**src/rtl/uniboard_pwm_pkg.sv**
```systemverilog
// Shared constants and helpers for the uniboard PWM peripherals.
// All tick counts assume the 255 kHz PWM tick clock.
package uniboard_pwm_pkg;

  localparam int unsigned TICKS_PER_MS     = 255;
  localparam int unsigned FRAME_TICKS_20MS = 5100;
  localparam int unsigned PWM_NEUTRAL_8B   = 127;

  // Move current toward target by at most step, landing exactly on target when closer.
  // A step of 0 means no limiting: jump straight to target.
  function automatic int unsigned slew_next(input int unsigned current,
                                            input int unsigned target,
                                            input int unsigned step);
    if (step == 0) begin
      return target;
    end else if (target > current) begin
      return (target - current > step) ? current + step : target;
    end else begin
      return (current - target > step) ? current - step : target;
    end
  endfunction

endpackage

```
**src/rtl/multi_pwm_generator_if.sv**
```systemverilog
// Setpoint write bus from the motor peripheral's register decode to the PWM generator.
interface multi_pwm_generator_if #(
  parameter int unsigned CHANNELS = 2,
  parameter int unsigned WIDTH    = 8
);
  localparam int unsigned ChanW = $clog2(CHANNELS) + 1;

  logic             wr_en;
  logic [ChanW-1:0] wr_chan;
  logic [WIDTH-1:0] wr_data;

  modport master (output wr_en, output wr_chan, output wr_data);
  modport slave  (input  wr_en, input  wr_chan, input  wr_data);

endinterface

```
**src/rtl/pwm_channel.sv**
```systemverilog
// One PWM output: setpoint register, per-frame (optionally slew-limited) active width,
// and a registered compare against the shared frame counter.
module pwm_channel
  import uniboard_pwm_pkg::*;
#(
  parameter int unsigned WIDTH     = 8,
  parameter int unsigned MIN_TICKS = TICKS_PER_MS,
  parameter int unsigned NEUTRAL   = PWM_NEUTRAL_8B,
  parameter int unsigned SLEW_STEP = 0,
  parameter int unsigned CNT_W     = 13
) (
  input  logic             clk_255kHz,
  input  logic             reset,
  input  logic             wr_en,
  input  logic [WIDTH-1:0] wr_data,
  input  logic             boundary,
  input  logic             force_neutral,
  input  logic [CNT_W-1:0] count,
  output logic             pwm
);

  logic [WIDTH-1:0] setpoint_q, setpoint_d;
  logic [WIDTH-1:0] active_q, active_d;
  logic [WIDTH-1:0] target;
  logic             pwm_d;

  always_comb begin
    setpoint_d = wr_en ? wr_data : setpoint_q;
    // The boundary sees the pre-write setpoint; a same-cycle write lands next frame.
    target     = force_neutral ? WIDTH'(NEUTRAL) : setpoint_q;
    active_d   = active_q;
    if (boundary) begin
      active_d = WIDTH'(slew_next(32'(active_q), 32'(target), SLEW_STEP));
    end
    // Count 0 is the boundary itself; the pulse covers counts 1..MIN_TICKS+active.
    pwm_d = (count != '0) && (32'(count) <= MIN_TICKS + 32'(active_q));
  end

  always_ff @(posedge clk_255kHz or negedge reset) begin
    if (!reset) begin
      setpoint_q <= WIDTH'(NEUTRAL);
      active_q   <= WIDTH'(NEUTRAL);
      pwm        <= 1'b0;
    end else begin
      setpoint_q <= setpoint_d;
      active_q   <= active_d;
      pwm        <= pwm_d;
    end
  end

endmodule

```
**src/rtl/multi_pwm_generator.sv**
```systemverilog
// N-channel servo/ESC PWM generator: shared frame counter, command watchdog and write
// decode feeding one pwm_channel per output.
module multi_pwm_generator
  import uniboard_pwm_pkg::*;
#(
  parameter int unsigned CHANNELS       = 2,
  parameter int unsigned WIDTH          = 8,
  parameter int unsigned MIN_TICKS      = TICKS_PER_MS,
  parameter int unsigned FRAME_TICKS    = FRAME_TICKS_20MS,
  parameter int unsigned NEUTRAL        = PWM_NEUTRAL_8B,
  parameter int unsigned SLEW_STEP      = 0,
  parameter int unsigned TIMEOUT_FRAMES = 25
) (
  input  logic                 clk_255kHz,
  input  logic                 reset,
  multi_pwm_generator_if.slave bus,
  input  logic                 pause,
  output logic [CHANNELS-1:0]  pwm,
  output logic                 frame_start,
  output logic                 timed_out
);

  localparam int unsigned CntW = $clog2(FRAME_TICKS);
  localparam int unsigned WdW  = (TIMEOUT_FRAMES > 0) ? $clog2(TIMEOUT_FRAMES + 1) : 1;

  logic [CntW-1:0]     count_q, count_d;
  logic [WdW-1:0]      wd_q, wd_d;
  logic                timed_out_q, timed_out_d;
  logic                frame_start_q;
  logic                boundary;
  logic                force_neutral;
  logic [CHANNELS-1:0] chan_wr;

  assign boundary = (count_q == '0);
  assign count_d  = (32'(count_q) == FRAME_TICKS - 1) ? '0 : count_q + CntW'(1);

  always_comb begin
    wd_d        = wd_q;
    timed_out_d = timed_out_q;
    if (bus.wr_en) begin
      // Any write, even to a nonexistent channel, counts as a sign of life.
      wd_d        = '0;
      timed_out_d = 1'b0;
    end else if (boundary && (TIMEOUT_FRAMES != 0) && (wd_q != WdW'(TIMEOUT_FRAMES))) begin
      wd_d        = wd_q + WdW'(1);
      timed_out_d = (wd_d == WdW'(TIMEOUT_FRAMES));
    end
  end

  // Use the next-state flag so the frame that trips the watchdog already goes neutral.
  assign force_neutral = pause | timed_out_d;

  always_comb begin
    chan_wr = '0;
    for (int i = 0; i < int'(CHANNELS); i++) begin
      chan_wr[i] = bus.wr_en && (32'(bus.wr_chan) == i);
    end
  end

  always_ff @(posedge clk_255kHz or negedge reset) begin
    if (!reset) begin
      count_q       <= '0;
      wd_q          <= '0;
      timed_out_q   <= 1'b0;
      frame_start_q <= 1'b0;
    end else begin
      count_q       <= count_d;
      wd_q          <= wd_d;
      timed_out_q   <= timed_out_d;
      frame_start_q <= boundary;
    end
  end

  assign frame_start = frame_start_q;
  assign timed_out   = timed_out_q;

  for (genvar i = 0; i < CHANNELS; i++) begin : g_chan
    pwm_channel #(
      .WIDTH    (WIDTH),
      .MIN_TICKS(MIN_TICKS),
      .NEUTRAL  (NEUTRAL),
      .SLEW_STEP(SLEW_STEP),
      .CNT_W    (CntW)
    ) u_chan (
      .clk_255kHz   (clk_255kHz),
      .reset        (reset),
      .wr_en        (chan_wr[i]),
      .wr_data      (bus.wr_data),
      .boundary     (boundary),
      .force_neutral(force_neutral),
      .count        (count_q),
      .pwm          (pwm[i])
    );
  end

endmodule

```
**src/flat_wrapper.sv**
```systemverilog
// flat-port wrapper written by rule: the top's interface ports become plain ports
module multi_pwm_generator_flat import uniboard_pwm_pkg::*;
#(
  parameter int unsigned CHANNELS       = 2,
  parameter int unsigned WIDTH          = 8,
  parameter int unsigned MIN_TICKS      = TICKS_PER_MS,
  parameter int unsigned FRAME_TICKS    = FRAME_TICKS_20MS,
  parameter int unsigned NEUTRAL        = PWM_NEUTRAL_8B,
  parameter int unsigned SLEW_STEP      = 0,
  parameter int unsigned TIMEOUT_FRAMES = 25
)
  (clk_255kHz, reset, pause, pwm, frame_start, timed_out, bus_wr_en, bus_wr_chan, bus_wr_data);
  multi_pwm_generator_if #(.CHANNELS(CHANNELS), .WIDTH(WIDTH)) bus_i ();
  input  logic clk_255kHz;
  input  logic reset;
  input  logic pause;
  output logic [CHANNELS-1:0] pwm;
  output logic frame_start;
  output logic timed_out;
  input wire logic [$bits(bus_i.wr_en)-1:0] bus_wr_en;
  input wire logic [$bits(bus_i.wr_chan)-1:0] bus_wr_chan;
  input wire logic [$bits(bus_i.wr_data)-1:0] bus_wr_data;
  assign bus_i.wr_en = bus_wr_en;
  assign bus_i.wr_chan = bus_wr_chan;
  assign bus_i.wr_data = bus_wr_data;
  multi_pwm_generator #(.CHANNELS(CHANNELS), .WIDTH(WIDTH), .MIN_TICKS(MIN_TICKS), .FRAME_TICKS(FRAME_TICKS), .NEUTRAL(NEUTRAL), .SLEW_STEP(SLEW_STEP), .TIMEOUT_FRAMES(TIMEOUT_FRAMES)) u_core (.clk_255kHz(clk_255kHz), .reset(reset), .bus(bus_i), .pause(pause), .pwm(pwm), .frame_start(frame_start), .timed_out(timed_out));
endmodule
```
**config.mk**
```make
export PLATFORM = sky130hd
export DESIGN_NAME = multi_pwm_generator_flat
export DESIGN_NICKNAME = d
export VERILOG_FILES = /design/src/rtl/uniboard_pwm_pkg.sv /design/src/rtl/multi_pwm_generator_if.sv /design/src/rtl/pwm_channel.sv /design/src/rtl/multi_pwm_generator.sv /design/src/flat_wrapper.sv
export SDC_FILE = /design/constraint.sdc
export NUM_CORES = 1
export LEC_CHECK = 0
export BUFFER_PORTS_ARGS = -buffer_cell sky130_fd_sc_hd__buf_4
export CAP_MARGIN = 10
export CORE_ASPECT_RATIO = 1.4
export CORE_MARGIN = 2
export CORE_UTILIZATION = 60
export CTS_CLUSTER_DIAMETER = 80
export CTS_CLUSTER_SIZE = 20
export DETAILED_ROUTE_END_ITERATION = 10
export PLACE_DENSITY_LB_ADDON = 0.1
export SLEW_MARGIN = 10
export SYNTH_ARGS = -nofsm -noshare
export SYNTH_HDL_FRONTEND = slang
export SYNTH_SLANG_ARGS = --single-unit
```
**constraint.sdc**
```tcl
create_clock -name clk_255kHz -period 5.9 [get_ports clk_255kHz]
set_clock_uncertainty 0.2 [all_clocks]
set_input_delay 0.295 -clock clk_255kHz [delete_from_list [all_inputs] [get_ports clk_255kHz]]
set_output_delay 0.295 -clock clk_255kHz [all_outputs]
set_load 0.005 [all_outputs]
```
# == After elaboration in Yosys (flattened, before gate mapping) ==
# Index checks and enable logic that the tools add are counted.
# word_totals
ff_bits,54
in_bits,14
out_inout_bits,4
word_cells,37
# op_classes
n_bitwise,1
n_lt_le_gt_ge,2
n_reduce_logical,9
n_mux,7
n_eq_ne,4
addsub,4
# ops
operator,n
$le 13x9->1,2
$add 8x8->9 const A,2
$mux 8,2
$add 13x1->13 const B,1
$eq 13x13->1 const B,1
$logic_not 13->1,1
$mux 13,1
$reduce_bool 13->1,1
$mux 5,2
$add 5x1->5 const B,1
$eq 5x5->1 const B,1
$logic_and 1x1->1,5
$ne 5x5->1 const B,1
$eq 2x1->1 const B,1
$logic_not 2->1,1
$mux 1,2
$reduce_bool 2->1,1
$or 1x1->1,1

# == Depth between registers and ports, before layout ==
# depth
depth_word,6
mapped_depth,9
mapped_depth_nobuf,9

# == By module ==
# Synthesis repeated with hierarchy kept, for this count alone.
# unflattened
hier_cells,290
hier_area_um2,3099.2
# by_module_without_submodules
mod,area_per_inst_um2,seq_area_each_um2,cells_each,instances
pwm_channel,994.7,442.9,94,2
multi_pwm_generator,1109.8,500.5,102,1

# == Least setup slack after synthesis ==
# Ideal clock, no wire load.
# synth_path
path_kind,reg2reg
from,register u_core.count_q[0]
to,register u_core.g_chan[0].u_chan.active_q[4]
setup_slack_ns,3.394
path_buffers,2
required_ns,5.626
stages_incl_launch_ff,10
arrival_time_ns,2.232
period_less_slack_ns,2.506
setup_time_ns,0.074
cell_sequence,dfrtp_1 -> inv_1 -> ha_1 -> or4b_4 -> nor4_4 -> o311ai_1 -> a21o_1 -> buf_6 -> buf_12 -> a31oi_4
# synth_via
elab_chain_cells,6
# synth_lines
item,line,text
start: declaration,multi_pwm_generator.sv:26,"logic [CntW-1:0] count_q, count_d;"
start signal: assignment,multi_pwm_generator.sv:67,count_q <= count_d;
$logic_not 13->1 *,multi_pwm_generator.sv:34,assign boundary = (count_q == '0);
$logic_and 1x1->1,multi_pwm_generator.sv:44,end else if (boundary && (TIMEOUT_FRAMES != 0) && (wd_q != WdW'(TIMEOUT_FRAMES))) begin
$mux 1,multi_pwm_generator.sv:44,
$mux 1,multi_pwm_generator.sv:40,if (bus.wr_en) begin
$or 1x1->1,multi_pwm_generator.sv:51,assign force_neutral = pause | timed_out_d;
$mux 8,pwm_channel.sv:30,target = force_neutral ? WIDTH'(NEUTRAL) : setpoint_q;
end signal: assignment,pwm_channel.sv:42,active_q <= WIDTH'(NEUTRAL);
end signal: assignment,pwm_channel.sv:46,active_q <= active_d;
end: declaration,pwm_channel.sv:23,"logic [WIDTH-1:0] active_q, active_d;"
# Mark *: on every way between the ends. The rest lies on a longest branch, timed or not.
# A chain may end at the register's enable or synchronous reset.

# == Worst setup path after layout ==
# layout_path
from,register u_core.count_q[0]
to,register u_core.g_chan[1].u_chan.active_q[7]
# layout_via
elab_chain_cells,6
# layout_lines
item,line
$logic_not 13->1 *,multi_pwm_generator.sv:34
$logic_and 1x1->1,multi_pwm_generator.sv:44
$mux 1,multi_pwm_generator.sv:44
$mux 1,multi_pwm_generator.sv:40
$or 1x1->1,multi_pwm_generator.sv:51
$mux 8,pwm_channel.sv:30
end signal: assignment,pwm_channel.sv:42
end signal: assignment,pwm_channel.sv:46
end: declaration,pwm_channel.sv:23
# Marked as above.

==> impl_metrics.py <==
metrics = {
    "worst_setup_path": {
        "path_max_fanout": 17,
        "critPathBufInv": 1,
        "crit_slowest_cell": "a21o_1",
        "cpPeakStageDelay_ns": 0.79,
        "critPathArrivalTime_ns": 3.19,
        "crit_type": "reg -> reg",
        "crit_cells": 7,
        "critPathLaunchType": "register",
        "r2r_cells": 7,
        "r2r-start": "u_core.count_q[0]",
        "crit_chain": "inv_1, ha_1, or4b_4, nor4_4, nand2b_1, a21o_1, a32o_1",
        "path_delay_family": "compound AO/OA/AOI/OAI gates",
        "crit_start": "u_core.count_q[0]",
        "required_ns": 5.95,
        "critical_path.endpoint_type": "register",
    },
    "synth": {
        "synth.avg_cell_area_um2": 10.77,
        "synth.distinct_cells": 48,
        "synth_top_family_by_area": "simple AND/OR/NAND/NOR gates",
        "synth-simple-area-share": 0.1705,
        "syn-num-nets": 334,
        "synth_seq_cells": 54,
        "ys.flop_type": "dfstp_2",
        "synth-adder-area-share": 0.09846,
        "yosysWarningCount": 0,
        "ys_async_sr_fraction": 1.000,
        "syn_inst": 295,
        "synth_compound_area_frac": 0.1280,
        "yosysSeqAreaShare": 0.4364,
        "syn_area_um2": 3177,
        "synth-xor-area-share": 0.07444,
        "synthMuxAreaShare": 0.03505,
        "synth_edf_count": 0,
    },
    "grt": {
        "grt_usage": 0.2279,
        "antenna_found_initial": 0,
        "overflow": 0,
        "grt_pass1_vias": 2297,
        "grt_max_degree": 55,
        "grt_pass1_wl_mm": 10.53,
    },
    "sta": {
        "final-max-slew-violation-count": 0,
        "tightest_slew_ns": 1.025,
        "post-route-period-util": 0.5318,
        "hold_viol_final": 1,
        "finalSetupViolations": 0,
        "max_freq_mhz": 318.7,
        "whs_ns": -0.00009504,
        "rsz0062_at_grt": "no",
        "slew_headroom": 0.3170,
        "fin_setup_tns_ns": 0,
        "period_needed_ns": 3.138,
    },
    "min_path": {
        "min-delay-start": "bus_wr_data[1]",
        "holdPathStages": 3,
        "min_path_type": "in -> reg",
    },
    "drt": {
        "drc_errors": 0,
        "routed-via-count": 2214,
        "avgViaCountPerCell": 5.781,
        "post_drt_wl_per_cell_um": 15.70,
        "drt_iter0_drc": 136,
        "dr.pass1.iters": 4,
        "routed_wl_mm": 6.013,
        "ant_nets": 0,
    },
    "pwr": {
        "power_density_nw_per_um2": 220.2,
        "power.leakage_uw": 0.001533,
        "ir_drop_mv": 0.1684,
    },
    "final_layout": {
        "fin_util": 0.6798,
        "syn_to_final_growth_pct": 10.40,
        "design_area_um2": 3507,
        "drive_gt1_frac": 0.2587,
        "diodes": 0,
        "fin_cells": 383,
        "fin_nets": 355,
    },
    "clock_network": {
        "clk_path_buf_depth": 2,
        "clk_latency_ns": 0.31,
        "htreeDepth": 2,
        "cts.clk_slew.worst_paths_ns": 0.10,
        "cts_buffers": 5,
        "cts_tree": "done",
        "cts-root-buf": "clkbuf_8",
        "cts.sinks": 54,
    },
    "floorplanning": {
        "die_area_um2": 5901,
        "boundaryPins": 18,
        "row_count": 31,
        "start_util": 0.6158,
        "die_w_um": 65.50,
        "coreArea_um2": 5159,
        "dieHeight_um": 90.10,
    },
    "place": {
        "dp.cells": 371,
        "place.gp.congestion": 0.8546,
        "place_area_um2": 3334,
        "port_buffers": 17,
        "hpwl_mm": 4.439,
    },
    "outcome": {
        "outcome": "finished with violations",
        "violations": "hold timing",
    },
    "job": {
        "cap_viol_max_count": 0,
    },
}
stage by stage:
| stage | worst slack [ns] | total power [uW] |
|---|---|---|
| final | 2.762 | 772.1 |
| after global placement | 2.856 | 507.2 |
| after floorplan | 3.394 | 480.8 |
| after global routing | 2.581 | 805.5 |
| after detailed placement | 2.761 | 510.3 |
| after CTS | 2.748 | 780.1 |
worst paths after layout:
check                                                        endpoint  slack (ns)
worst max-delay path              u_core.g_chan[1].u_chan.active_q[7]        2.76
min in group asynchronous                              u_core.wd_q[2]        0.35
worst max register to register    u_core.g_chan[1].u_chan.active_q[7]        2.76
max in group asynchronous       u_core.g_chan[1].u_chan.setpoint_q[7]        4.72
worst min-delay path            u_core.g_chan[0].u_chan.setpoint_q[1]     -0.0001
worst min register to register    u_core.g_chan[0].u_chan.active_q[2]        0.29
layout by cell type, fill, tap and decap left out, types with 3 or more instances in the layout:
master         Yosys  final
mux2_2             9      9
nand2_1           17     17
dfstp_2           28     28
a21o_1             6      6
nand3_1            8      8
nor3_1            11     10
ha_1              25     25
nor2_1            34     34
xnor2_1           14     14
xor2_1            13     13
buf_4              3     20
clkbuf_8           0      6
a31oi_1            3      3
nor4_1             5      5
a31oi_4            9      9
o21ai_0            8      8
nand4_1            6      6
dlygate4sd3_1      0      4
a21oi_1            4      4
inv_1             26     26
dfrtp_1           26     26
flip-flops by register name (all words and copies together), names as in the netlist:
name / count
u_core.count_q: 13
u_core.frame_start: 1
u_core.g_chan.u_chan.pwm: 2
u_core.wd_q: 5
u_core.g_chan.u_chan.setpoint_q: 16
u_core.timed_out: 1
u_core.g_chan.u_chan.active_q: 16
synth_stat cells, types with 3 or more instances:
cell	count	area share
xnor2_1	14	0.039
ha_1	25	0.098
mux2_2	9	0.032
a21o_1	6	0.014
nand4_1	6	0.012
nand3_1	8	0.013
clkbuf_1	4	0.0047
a31oi_4	9	0.060
nand2_1	17	0.020
a21oi_1	4	0.0063
o21ai_0	8	0.013
inv_1	26	0.031
buf_4	3	0.0071
nor2_1	34	0.040
dfrtp_1	26	0.20
nor4_1	5	0.0098
a31oi_1	3	0.0059
xor2_1	13	0.036
nor3_1	11	0.017
dfstp_2	28	0.23
worst min-delay path, cell delays in order:
cell and delay [ns]:
buf_4 0.08, nand2_1 0.03, o21ai_0 0.07
per-layer routing:
layer / GRT usage / routed length, um / vias to the layer above
met4: 0.09201 / 177 / 0
met5: 0 / 0 / -
li1: - / - / 1072
met3: 0.03630 / 153 / 12
met1: 0.2711 / 2408 / 1100
met2: 0.4005 / 3273 / 30
report_power, final:
part           internal [uW]  switching, uW
sequential               410           13.3
combinational           37.3           43.7
clock                    147            121
timing repair:
item | in CTS | in global routing
endpoints found under the setup margin | 0 | 0
hold buffers | 4 | 0
endpoints found under the hold margin | 33 | 0
buffers inserted | 0 | 0
resized for setup | 0 | 0
kinds of logic after synthesis:
logic type / after synthesis
AND/OR/NAND/NOR: 102
flip-flops: 54
AO/OA/AOI/OAI: 40
buffers and inverters: 37
XOR/XNOR: 27
adder cells (fa/ha/maj): 25
multiplexers: 10
layout make-up:
class / count / area, um2
Tap cell: 66 / 82.58
Inverter: 27 / 101.3
Fill cell: 424 / 1652
Sequential cell: 54 / 1386
Clock buffer: 8 / 132.6
Timing Repair Buffer: 24 / 190.2
Multi-Input combinational cell: 204 / 1614
Note: power is estimated with default switching activity, not from simulation.
